## src/rtl/prog_loader.sv

```systemverilog
// Program-memory loader: parses a LEN / data words / CSUM byte frame, writes
// 16-bit words into program RAM and holds the core in reset until the frame verifies.
module prog_loader #(
    parameter int PC_WIDTH = 4
) (
    input  logic                clk,
    input  logic                reset,
    input  logic                start,
    input  logic                byte_valid,
    input  logic [7:0]          byte_data,
    output logic                byte_ready,
    output logic                we,
    output logic [PC_WIDTH-1:0] waddr,
    output logic [15:0]         wdata,
    output logic                core_reset,
    output logic                done,
    output logic                error
);
    localparam int DEPTH = 1 << PC_WIDTH;

    typedef enum logic [2:0] {
        S_IDLE,
        S_LEN,
        S_LO,
        S_HI,
        S_CSUM,
        S_DONE,
        S_ERR
    } state_t;

    state_t              state_q, state_d;
    logic [PC_WIDTH:0]   n_q, n_d;
    logic [PC_WIDTH:0]   idx_q, idx_d;
    logic [PC_WIDTH:0]   idx_inc;
    logic [7:0]          sum_q, sum_d;
    logic [7:0]          lo_q, lo_d;
    logic                we_q, we_d;
    logic [PC_WIDTH-1:0] waddr_q, waddr_d;
    logic [15:0]         wdata_q, wdata_d;
    logic                xfer;
    logic                len_bad;

    assign byte_ready = (state_q == S_LEN) || (state_q == S_LO) ||
                        (state_q == S_HI)  || (state_q == S_CSUM);
    assign xfer       = byte_valid && byte_ready;
    assign idx_inc    = idx_q + (PC_WIDTH+1)'(1);
    assign len_bad    = (byte_data == 8'd0) || ({1'b0, byte_data} > 9'(DEPTH));

    always_comb begin
        state_d = state_q;
        n_d     = n_q;
        idx_d   = idx_q;
        sum_d   = sum_q;
        lo_d    = lo_q;
        we_d    = 1'b0;
        waddr_d = waddr_q;
        wdata_d = wdata_q;
        unique case (state_q)
            S_IDLE, S_DONE, S_ERR: begin
                if (start) state_d = S_LEN;
            end
            S_LEN: begin
                if (xfer) begin
                    if (len_bad) begin
                        state_d = S_ERR;
                    end else begin
                        n_d     = byte_data[PC_WIDTH:0];
                        idx_d   = '0;
                        sum_d   = 8'd0;
                        state_d = S_LO;
                    end
                end
            end
            S_LO: begin
                if (xfer) begin
                    lo_d    = byte_data;
                    sum_d   = sum_q + byte_data;
                    state_d = S_HI;
                end
            end
            S_HI: begin
                // Word is registered here and appears on the RAM port next cycle.
                if (xfer) begin
                    sum_d   = sum_q + byte_data;
                    we_d    = 1'b1;
                    waddr_d = idx_q[PC_WIDTH-1:0];
                    wdata_d = {byte_data, lo_q};
                    idx_d   = idx_inc;
                    state_d = (idx_inc == n_q) ? S_CSUM : S_LO;
                end
            end
            S_CSUM: begin
                if (xfer) state_d = (byte_data == sum_q) ? S_DONE : S_ERR;
            end
            default: state_d = S_IDLE;
        endcase
    end

    always_ff @(posedge clk) begin
        if (reset) begin
            state_q <= S_IDLE;
            n_q     <= '0;
            idx_q   <= '0;
            sum_q   <= 8'd0;
            lo_q    <= 8'd0;
            we_q    <= 1'b0;
            waddr_q <= '0;
            wdata_q <= 16'd0;
        end else begin
            state_q <= state_d;
            n_q     <= n_d;
            idx_q   <= idx_d;
            sum_q   <= sum_d;
            lo_q    <= lo_d;
            we_q    <= we_d;
            waddr_q <= waddr_d;
            wdata_q <= wdata_d;
        end
    end

    assign we         = we_q;
    assign waddr      = waddr_q;
    assign wdata      = wdata_q;
    assign done       = (state_q == S_DONE);
    assign error      = (state_q == S_ERR);
    assign core_reset = (state_q != S_DONE);

endmodule

```

## config.mk

```make
export PLATFORM = sky130hd
export DESIGN_NAME = prog_loader
export DESIGN_NICKNAME = d
export VERILOG_FILES = /design/src/rtl/prog_loader.sv
export SDC_FILE = /design/constraint.sdc
export NUM_CORES = 1
export LEC_CHECK = 0
export ABC_AREA = 1
export CAP_MARGIN = 20
export CORE_ASPECT_RATIO = 1.1
export CORE_MARGIN = 5
export CORE_UTILIZATION = 57
export CTS_CLUSTER_DIAMETER = 30
export DETAILED_ROUTE_END_ITERATION = 6
export GPL_TIMING_DRIVEN = 1
export MAX_ROUTING_LAYER = met4
export PLACE_DENSITY_LB_ADDON = 0.15
export SYNTH_ARGS = -nofsm -noshare
export SYNTH_HDL_FRONTEND = slang
export SYNTH_SLANG_ARGS = --single-unit
```

## constraint.sdc

```tcl
create_clock -name clk -period 2.4 [get_ports clk]
set_input_delay 0.48 -clock clk [delete_from_list [all_inputs] [get_ports clk]]
set_output_delay 0.48 -clock clk [all_outputs]
set_load 0.005 [all_outputs]
```

### Word level (Yosys, flattened, before mapping)

Index checks and enable logic that the tools add are counted.

* latch bits: 0
* output and inout port bits: 25
* memories: 0
* memory bits (writable): 0
* logic and storage cells: 65
* input port bits: 12
* bits in read-only memories: 0
* flip-flop bits (word level): 50

* add/sub/neg operators: 2
* bitwise gates (word level): 2
* equal/unequal tests: 16
* multipliers: 0
* divide/modulo/power cells: 0
* muxes and demuxes: 18
* reductions and logical operators: 18
* $lt $le $gt $ge: 1
* shift operators: 0

Operator list (number)
* 8-bit two-way mux: 3
* 3-bit two-way mux: 7
* 8-bit case mux with 2 select lines: 1
* 5-bit two-way mux: 3
* 3-bit case mux with 5 select lines: 1
* 2-bit != test, second input constant: 6
* 5-bit case mux with 2 select lines: 1
* 3-bit == test, second input constant: 3
* 8-bit adder: 1
* 8-bit == test: 1
* 8-bit by 5-bit > comparator with 1-bit output, second input constant: 1
* 8-bit zero test: 1
* 4-bit AND reduction: 2
* 3-bit by 2-bit == test with 1-bit output, second input constant: 2
* 5-bit by 1-bit adder with 5-bit output, second input constant: 1
* 5-bit == test: 1
* 5-bit AND reduction: 1
* 1-bit logical OR: 4
* 2-bit AND reduction: 2
* 2-bit nonzero test: 2
* 2-bit OR reduction: 2
* 3-bit by 1-bit == test with 1-bit output, second input constant: 1
* 3-bit zero test: 1
* 3-bit != test, second input constant: 1
* other kinds (7): 8

### Logic depth before layout (Yosys ltp)

Gate-level depths: netlist (run 1).

* word-level depth: 7
* gate-level depth with buffers: 13
* mapped depth without buffers: 13

### Worst setup path after synthesis (run 1)

OpenSTA, ideal clock, no wires.

* path kind: input port to flip-flop
* start: in byte_data[0]
* end: reg sum_q[4]
* setup time: 0.071 ns
* stages on the path: 9
* required time: 2.329 ns
* path buffers: 0
* slack: 0.674 ns
* data arrival time: 1.655 ns
* cell sequence: ha_1 > fa_1 > nand2_1 > inv_1 > o21ai_0 > nand2_1 > nand2_1 > nand3_1 > a21oi_1

* cells in the longest elaborated chain, start to end: 4
* elaborated cells on any way between the ends: 8
* classes of those cells: add/sub (1); order compare (1); eq/ne (1); mux (2); reduce/logical (3)

RTL lines
* from (decl): line 10 `input logic [7:0] byte_data,`
* 8-bit by 5-bit > comparator with 1-bit output / 8-bit zero test (equally long branches): line 47 `assign len_bad = (byte_data == 8'd0) || ({1'b0, byte_data} > 9'(DEPTH));`
* 1-bit logical OR: line 47
* 2-bit != test (no source line)
* 4-bit AND reduction (no source line)
* to (signal assigned): line 113 `sum_q <= sum_d;`
* to (decl): line 35 `logic [7:0] sum_q, sum_d;`

Several ways; a longest one is shown, not always the timed one. The select of a mux whose other input is x is not followed.
A chain may end at the register's enable or synchronous reset.

### Worst setup path in the final report (run 1)

* start: reg state_q[2]
* end: out byte_ready

* cells in the longest elaborated chain, start to end: 4
* elaborated cells on any way between the ends: 7
* classes of those cells: eq/ne (4); reduce/logical (3)

RTL lines
* from (decl): line 31 `state_t state_q, state_d;`
* from (signal assigned): line 110 `state_q <= state_d;`
* 3-bit by 1-bit == test with 1-bit output / 3-bit by 2-bit == test with 1-bit output (equally long branches): line 43 `assign byte_ready = (state_q == S_LEN) || (state_q == S_LO) ||`
* 1-bit logical OR (2 in series): line 43
* 1-bit logical OR *: line 44 `(state_q == S_HI) || (state_q == S_CSUM);`
* to (decl): line 11 `output logic byte_ready,`

Mark *: on every way between the ends. The rest lies on a longest branch, timed or not.

==> results.txt, run 1 <==
* Status: complete, no violations
* Clock tree from TritonCTS: yes
- Antenna-violating nets left: 0
- The tree built by TritonCTS fans out to 50 sinks.
- Across the run, the number of max-cap violations was 0.
- For this block, the via count after detailed routing is 2,271.
- At the pin with the least slew margin, the transition time is 386 ps.
- Rows: 24
- Total core area: 4020 um2
- Worst slack on hold paths: 476 ps
- The top cell types in the final layout, fill and taps aside, are sky130_fd_sc_hd__nor2_1, sky130_fd_sc_hd__nand2_1, sky130_fd_sc_hd__dfxtp_1, sky130_fd_sc_hd__clkdlybuf4s50_1, sky130_fd_sc_hd__a21oi_1.
- For this run the aggregate overflow at the end of global routing stands at 0.
- Final worst path period share: 0.935
- DIE HEIGHT: 78.1 um
* Share of final-layout standard cells stronger than drive strength 1: 0.0847
- NumNets Final: 398
* RD Place Congestion: 0.910
- The via count of the first global-routing pass was 2,094.
- Detailed placement ended at an HPWL of 4.00 mm.
* Chip Width: 71.9 um
- Worst hold path type: reg -> reg
* Netlist Area Pre-Place: 2400 um2
* Maximum number of pins on one net before global-route repair: 38
- Logic depth of the worst register-to-register path: 9
- In this run the power density over the cells is 707 nW/um2.
* Clock buffers created by TritonCTS: 5
- The library cell used most frequently in the layout, excluding fill and tap cells, is sky130_fd_sc_hd__nor2_1.
- The area fraction in compound gates after synthesis came to 0.175.
* Final Slew Violations: 0
* Synthesis-stage register bit count: 50
* Cells along the critical path: nand2_1, nor2_2, nor2_1, inv_2, clkdlybuf4s50_1
* Antenna violations before repair: 0
- Adder-cell area share of the yosys netlist: 0.0500
- The worst register-to-register path ends at wdata[12]$_SDFFE_PP0P_.
- At the later pin of the worst-skew pair, clock insertion delay measures 300 ps.
- In this run, post-CTS repair resized a total of 0 instances.
- Post-synthesis share of cell area spent on xor and xnor gates: 0.0109
* Slowest stage cell on the critical path: sky130_fd_sc_hd__dfxtp_1
- Overall routed net length: 5.46 mm
- The clock passes through at most 2 buffers.
- # diodes: 0
* YS warnings: 0
* Sort of element at the end of the critical path: output port
* Hold Fails Final Rpt: 0
- Final critical-path required period: 2240 ps
* Vias per inst: 5.28
- Static Leak: 1.29 nW
* CP bufs+invs: 2
- The worst setup path is launched from a flop.
* Ranking of synthesized cells by area: sky130_fd_sc_hd__dfxtp_1, sky130_fd_sc_hd__nor2_1, sky130_fd_sc_hd__nand2_1
- Of the total synthesized cell area, the portion taken by AND, OR, NAND and NOR gates is 0.271.
- GRT Resource Usage Total: 0.207
- Maximum clock frequency: 0.446 GHz
- The share of synthesized area in the top cell type comes to 0.416.
* Maximum vdd ir drop: 637 uV
* Post-CTS Repair Setup Buffers: 0
- Detail-routed net length per standard cell: 12.7 um
* Max stage delay on crit path: 490 ps
* Number of hold buffers added after cts: 0
- Total nets after synthesis: 356
- For flop-to-flop paths, the worst setup slack is 670 ps.
* Area growth, synth to finish: 22.0%
- For hold timing, the worst endpoint is sum_q[0]$_SDFFE_PP0P_.
- Portion of the post-synthesis area used by sequential elements: 0.416
- After synthesis, the netlist uses 31 different library cells.
* Clock root cell: sky130_fd_sc_hd__clkbuf_8
- Accumulated negative setup slack: 0 ps
- The first detailed-routing pass took 4 iterations.
- Design area: 2930 um2
- The worst pin sits at a relative slew slack of 0.742.
* Yosys top cell by area: sky130_fd_sc_hd__dfxtp_1
- Category of cells accounting for the largest share of critical-path delay: buffers and inverters
* Final-report setup violation count: 0
* Worst min-delay path startpoint: sum_q[0]$_SDFFE_PP0P_
* Final cell utilization of the core: 0.729
- The first global-routing pass estimated 9.32 mm of wire.
* DRC: 0
- Including well taps, the total number of placed cells is 422.
* Unrepaired setup endpoints after global routing: false
- For the worst setup path, the data arrival time is 1760 ps.
- The H-tree was split into 2 levels.
- The critical path in this run is classified as reg -> out.
* Starting Density: 0.597
- Io pins: 37
- RR Startpoint: state_q[1]$_SDFFE_PP0P_
- Non-Filler Instances: 430
- Number of port buffers: 36
* Worst hold stages: 2
- Dominant combinational cell family by area after synthesis: simple AND/OR/NAND/NOR gates
* Area of the die: 5620 um2
* Top fanout value on the critical path: 7
- After synthesis, the share of cell area in mux cells is 0.
- Data on the critical path is required at its endpoint by 1920 ps.
- The detailed router finished its first iteration with 175 violations.
* Clock input transition at the sequential cells of the worst setup and hold paths: 90 ps
- On the final layout, the worst clock skew is 7.68 ps.
- Area of placed instances: 2840 um2
- The layout has 367 filler cells.
- In the synthesized netlist, the number of instances is 335.
* Synthesized area per cell: 7.17 um2
==> worst min-delay path, delay by kind of cell, from the launching register on <==
family             cells  cell delay, ps
and+or+nand+nor        1              60
DFF                    1             320
AOI/OAI and AO/OA      1              50
==> synthesized netlist by cell type <==
cell	count
sky130_fd_sc_hd__a21oi_1	33
sky130_fd_sc_hd__inv_2	7
sky130_fd_sc_hd__ha_1	8
sky130_fd_sc_hd__clkbuf_1	4
sky130_fd_sc_hd__xor2_1	2
sky130_fd_sc_hd__o21ai_2	1
sky130_fd_sc_hd__buf_4	2
sky130_fd_sc_hd__buf_2	2
sky130_fd_sc_hd__nor3_1	6
sky130_fd_sc_hd__a21oi_2	1
sky130_fd_sc_hd__o21ai_1	19
sky130_fd_sc_hd__nor2_4	2
sky130_fd_sc_hd__or2_0	1
sky130_fd_sc_hd__a21o_1	2
sky130_fd_sc_hd__nand3_1	20
sky130_fd_sc_hd__nor2_1	55
sky130_fd_sc_hd__nand4_1	6
sky130_fd_sc_hd__nor3_2	1
sky130_fd_sc_hd__a31oi_1	1
sky130_fd_sc_hd__inv_1	29
sky130_fd_sc_hd__o21bai_1	1
sky130_fd_sc_hd__dfxtp_1	50
sky130_fd_sc_hd__nor2_2	3
sky130_fd_sc_hd__fa_1	1
sky130_fd_sc_hd__o211ai_1	1
sky130_fd_sc_hd__nand2_1	53
sky130_fd_sc_hd__clkinv_4	1
sky130_fd_sc_hd__xnor2_1	1
sky130_fd_sc_hd__nor2_8	1
sky130_fd_sc_hd__o21ai_0	20
sky130_fd_sc_hd__a211oi_1	1
==> metrics by stage <==
stage / total power, mW / setup slack (ps)
after floorplan: 1.38 / 674
after global placement: 1.59 / 106
after detailed placement: 1.60 / 72.7
after CTS: 2.09 / 159
after global routing: 2.22 / 43.1
final: 2.07 / 157
==> cell families after synthesis <==
| group | Yosys count |
|---|---|
| buffers and inverters | 45 |
| adders and majority gates | 9 |
| and+or+nand+nor | 148 |
| xor gates and xnor gates | 3 |
| DFF | 50 |
| AOI/OAI and AO/OA | 80 |
==> cell type report <==
type                    instances  area [um2]  share of cell area
repair buffers                 43         413               0.141
inverters                      37         144              0.0491
well taps                      52        65.1              0.0222
clock inverters                 3        21.3             0.00726
clock buffers                   5        68.8              0.0235
multi-input cells             240        1220               0.416
flip-flops and latches         50        1000               0.341
==> report_power, final <==
part	internal, mW	leakage, nW	switching, mW
logic	0.252	0.842	0.343
registers	0.917	0.404	0.0749
clock network	0.205	0.0441	0.280
total	1.37	1.29	0.698
==> worst max-delay path by stage <==
stage                                  startpoint                     to  cells past startpoint
after floorplan                      byte_data[0]  sum_q[4]$_SDFFE_PP0P_                      9
after global placement               byte_data[0]  sum_q[4]$_SDFFE_PP0P_                     10
after detailed placement             byte_data[0]  sum_q[4]$_SDFFE_PP0P_                     10
after CTS                 state_q[2]$_SDFFE_PP0P_             byte_ready                      5
after global routing      state_q[2]$_SDFFE_PP0P_             byte_ready                      5
final                     state_q[2]$_SDFFE_PP0P_             byte_ready                      5
==> registers in the layout (all words and copies together), names as in the netlist <==
register and count:
waddr 4, state_q 3, sum_q 8, n_q 5, idx_q 5, lo_q 8, wdata 16, we 1
==> layer usage <==
layer,routed length [um],GRT usage
met3,198,0.0358
met4,78,0.0583
met1,2600,0.262
met5,0,-
met2,2590,0.340
(Power assumes the default switching activity.)
==> run 2, diff against run 1 <==
--- a/config.mk
+++ b/config.mk
@@ -11,10 +11,12 @@
 export CORE_MARGIN = 5
 export CORE_UTILIZATION = 57
 export CTS_CLUSTER_DIAMETER = 30
+export CTS_CLUSTER_SIZE = 20
 export DETAILED_ROUTE_END_ITERATION = 6
 export GPL_TIMING_DRIVEN = 1
 export MAX_ROUTING_LAYER = met4
 export PLACE_DENSITY_LB_ADDON = 0.15
+export SETUP_SLACK_MARGIN = 0.15
 export SYNTH_ARGS = -nofsm -noshare
 export SYNTH_HDL_FRONTEND = slang
 export SYNTH_SLANG_ARGS = --single-unit
==> results.txt, run 2 (synthesis results as in run 1) <==
- The flow ran to the end, and the final reports show no timing, DRC or antenna violations.
- Max Clock Skew: 7.08 ps
- The number of hold violations in the final report was 0.
- In this run the count of I/O pins placed on the die edge is 37.
* Share of total power in the clock network: 0.233
- Clock buffers created by TritonCTS: 5
* Maximum clock frequency: 0.467 GHz
- The worst-case IR drop observed on VDD is 673 uV.
- Dividing the detail-routed wire length by the instance count gives 12.6 um.
* Final worst path period share: 0.891
- Chip Width: 71.9 um
- The min-delay analysis places its worst path in the category reg -> reg.
- Vias per inst: 5.31
- Post-CTS Repair Setup Buffers: 0
* Area of the die: 5620 um2
- The net count of the finished layout is 398.
- In the final layout, the share of cells above drive strength 1 is 0.0926.
- The number of gates resized after CTS was 0.
* Switching part of the total: 0.337
* Antenna-violating nets left: 0
* Maximum number of pins on one net before global-route repair: 38
- Across the run, the number of max-cap violations was 0.
- Final Slew Violations: 0
- Clock input transition at the sequential cells of the worst setup and hold paths: 90 ps
* Grt met2 use: 0.340
- In the routed design, unresolved DRC markers number 0.
- Final critical-path required period: 2140 ps
* Sequential share of power: 0.479
- Across every metal layer, demand over resource in global routing totals 0.207.
- Via count of the first global-routing pass: 2,094
- Proportion of power drawn by combinational gates: 0.288
- Measured against its own limit, the worst slew margin works out to 0.741.
* Starting DRC count in detailed routing: 182
- The signal on the critical path passes through inv_2, a21oi_1, nor2_1, inv_2, clkdlybuf4s50_1.
* Power spent charging and discharging nets: 0.703 mW
- met2 is the most crowded layer.
- The area growth from synthesis to layout is 22.3%.
- Global route total overflow: 0
* Total Power Consumption: 2.08 mW
* Total clock sinks: 50
* Number of flip-flops in the largest register: 16
* Count of vias placed by the detailed router: 2,282
* Worst-skew pair later-pin latency: 300 ps
- Slowest stage cell on the critical path: sky130_fd_sc_hd__clkdlybuf4s50_1
- For this design, the CTS-stage hold fixing added 0 buffers.
- At the worst endpoint, the required time is 1920 ps.
- For this design the ratio of total power to cell area is 708 nW/um2.
- Number of port buffers: 36
- The floorplan has 24 rows.
- Actual slew at the worst max-slew pin: 388 ps
* Cell seen most often among critical-path stages: sky130_fd_sc_hd__inv_2
* Crit Path Category: reg -> out
- Maximum root-to-sink buffer count: 2
- H-Tree Depth: 2
- The core region is 4020 um2.
* Static Leak: 1.29 nW
* Sort of element at the end of the critical path: output port
- CP arrival: 1660 ps
- Unrepaired setup endpoints after global routing: false
- In the layout the commonest cells are sky130_fd_sc_hd__nor2_1, sky130_fd_sc_hd__nand2_1, sky130_fd_sc_hd__dfxtp_1, sky130_fd_sc_hd__clkdlybuf4s50_1, sky130_fd_sc_hd__a21oi_1.
- Final-report setup violation count: 0
* Starting Density: 0.597
- Clock root cell: sky130_fd_sc_hd__clkbuf_8
- The first global-routing pass estimated 9.32 mm of wire.
* Internal power: 1.38 mW
* Most frequent standard cell in the layout excluding fill and tap cells: sky130_fd_sc_hd__nor2_1
- The repair_antennas step left the layout with diodes totalling 0.
- For the final routed database, the setup TNS stands at 0 ps.
- First drt pass iteration count: 5
- For this block, the routed nets add up to 5.42 mm of wire.
- STA classifies the critical path startpoint as a flop.
- The largest single stage delay on the critical path is 490 ps.
- In this run the worst path has a maximum fanout of 5.
- The congestion estimate from routability-driven global placement came to 0.910.
* M3 GR Usage: 0.0358
* DIE HEIGHT: 78.1 um
* Antenna violations before repair: 0
- Global routing met1 resource utilization: 0.262
- At the end of the flow the core is filled with cells to 0.731.
- Clock tree from TritonCTS: yes
- Summed over all nets, the half-perimeter wirelength after detailed placement is 4.00 mm.
## run 2: cell counts in the layout (fill, tap and decap cells not counted)
Identical to the previous run, type by type.
## run 2: stage by stage
| stage | worst slack, ps | hold WS, ps | std cells | cell area, um2 |
|---|---|---|---|---|
| floorplan | 674 | 439 | 335 | 2400 |
| global placement | 106 | 456 | 422 | 2840 |
| detailed placement | 72.7 | 463 | 422 | 2840 |
| CTS | 159 | 477 | 430 | 2930 |
| global route | 161 | 497 | 430 | 2940 |
| finish | 260 | 476 | 430 | 2940 |
## run 2: critical path: cells and delay by family, from the launching register on
family	cells	cell delay (ps)
flip-flops	1	400
buffers and inverters	3	640
AND/OR/NAND/NOR	1	100
AO/OA/AOI/OAI	1	200
## run 2: power groups by stage
stage / clock (mW) / combinational [mW] / sequential (mW)
2_1_floorplan: 0 / 0.383 / 0.997
3_3_place_gp: 0 / 0.583 / 1.01
3_5_place_dp: 0 / 0.591 / 1.01
4_1_cts: 0.502 / 0.594 / 0.990
5_1_grt: 0.544 / 0.674 / 1.01
6_report: 0.485 / 0.599 / 0.998
## run 2: per-layer routing
layer	routed length (um)	share of wire
met1	2520	0.46
met3	233	0.043
met4	89	0.016
met5	0	0
met2	2580	0.48
## run 2: path summary, 6_finish.rpt
path	start	endpoint	slack, ps	cells past startpoint
setup reg to reg	sum_q[0]$_SDFFE_PP0P_	sum_q[4]$_SDFFE_PP0P_	720	9
hold / removal	sum_q[0]$_SDFFE_PP0P_	sum_q[0]$_SDFFE_PP0P_	480	2
hold reg to reg	sum_q[0]$_SDFFE_PP0P_	sum_q[0]$_SDFFE_PP0P_	480	2
setup / recovery	state_q[0]$_SDFFE_PP0P_	byte_ready	260	5
## run 2: layout make-up
| type | instances | area, um2 |
|---|---|---|
| Inverter | 37 | 144 |
| Timing Repair Buffer | 43 | 413 |
| Clock buffer | 5 | 68.8 |
| Multi-Input combinational cell | 240 | 1220 |
| Fill cell | 363 | 1080 |
| Clock inverter | 3 | 21.3 |
| Tap cell | 52 | 65.1 |
| Sequential cell | 50 | 1000 |
==> run 3, diff against run 2 <==
--- a/config.mk
+++ b/config.mk
@@ -17,6 +17,7 @@
 export MAX_ROUTING_LAYER = met4
 export PLACE_DENSITY_LB_ADDON = 0.15
 export SETUP_SLACK_MARGIN = 0.15
+export SLEW_MARGIN = 20
 export SYNTH_ARGS = -nofsm -noshare
 export SYNTH_HDL_FRONTEND = slang
 export SYNTH_SLANG_ARGS = --single-unit
==> results of run 3 <==
The final DEF is identical to that of run 2; final timing and power are the same.
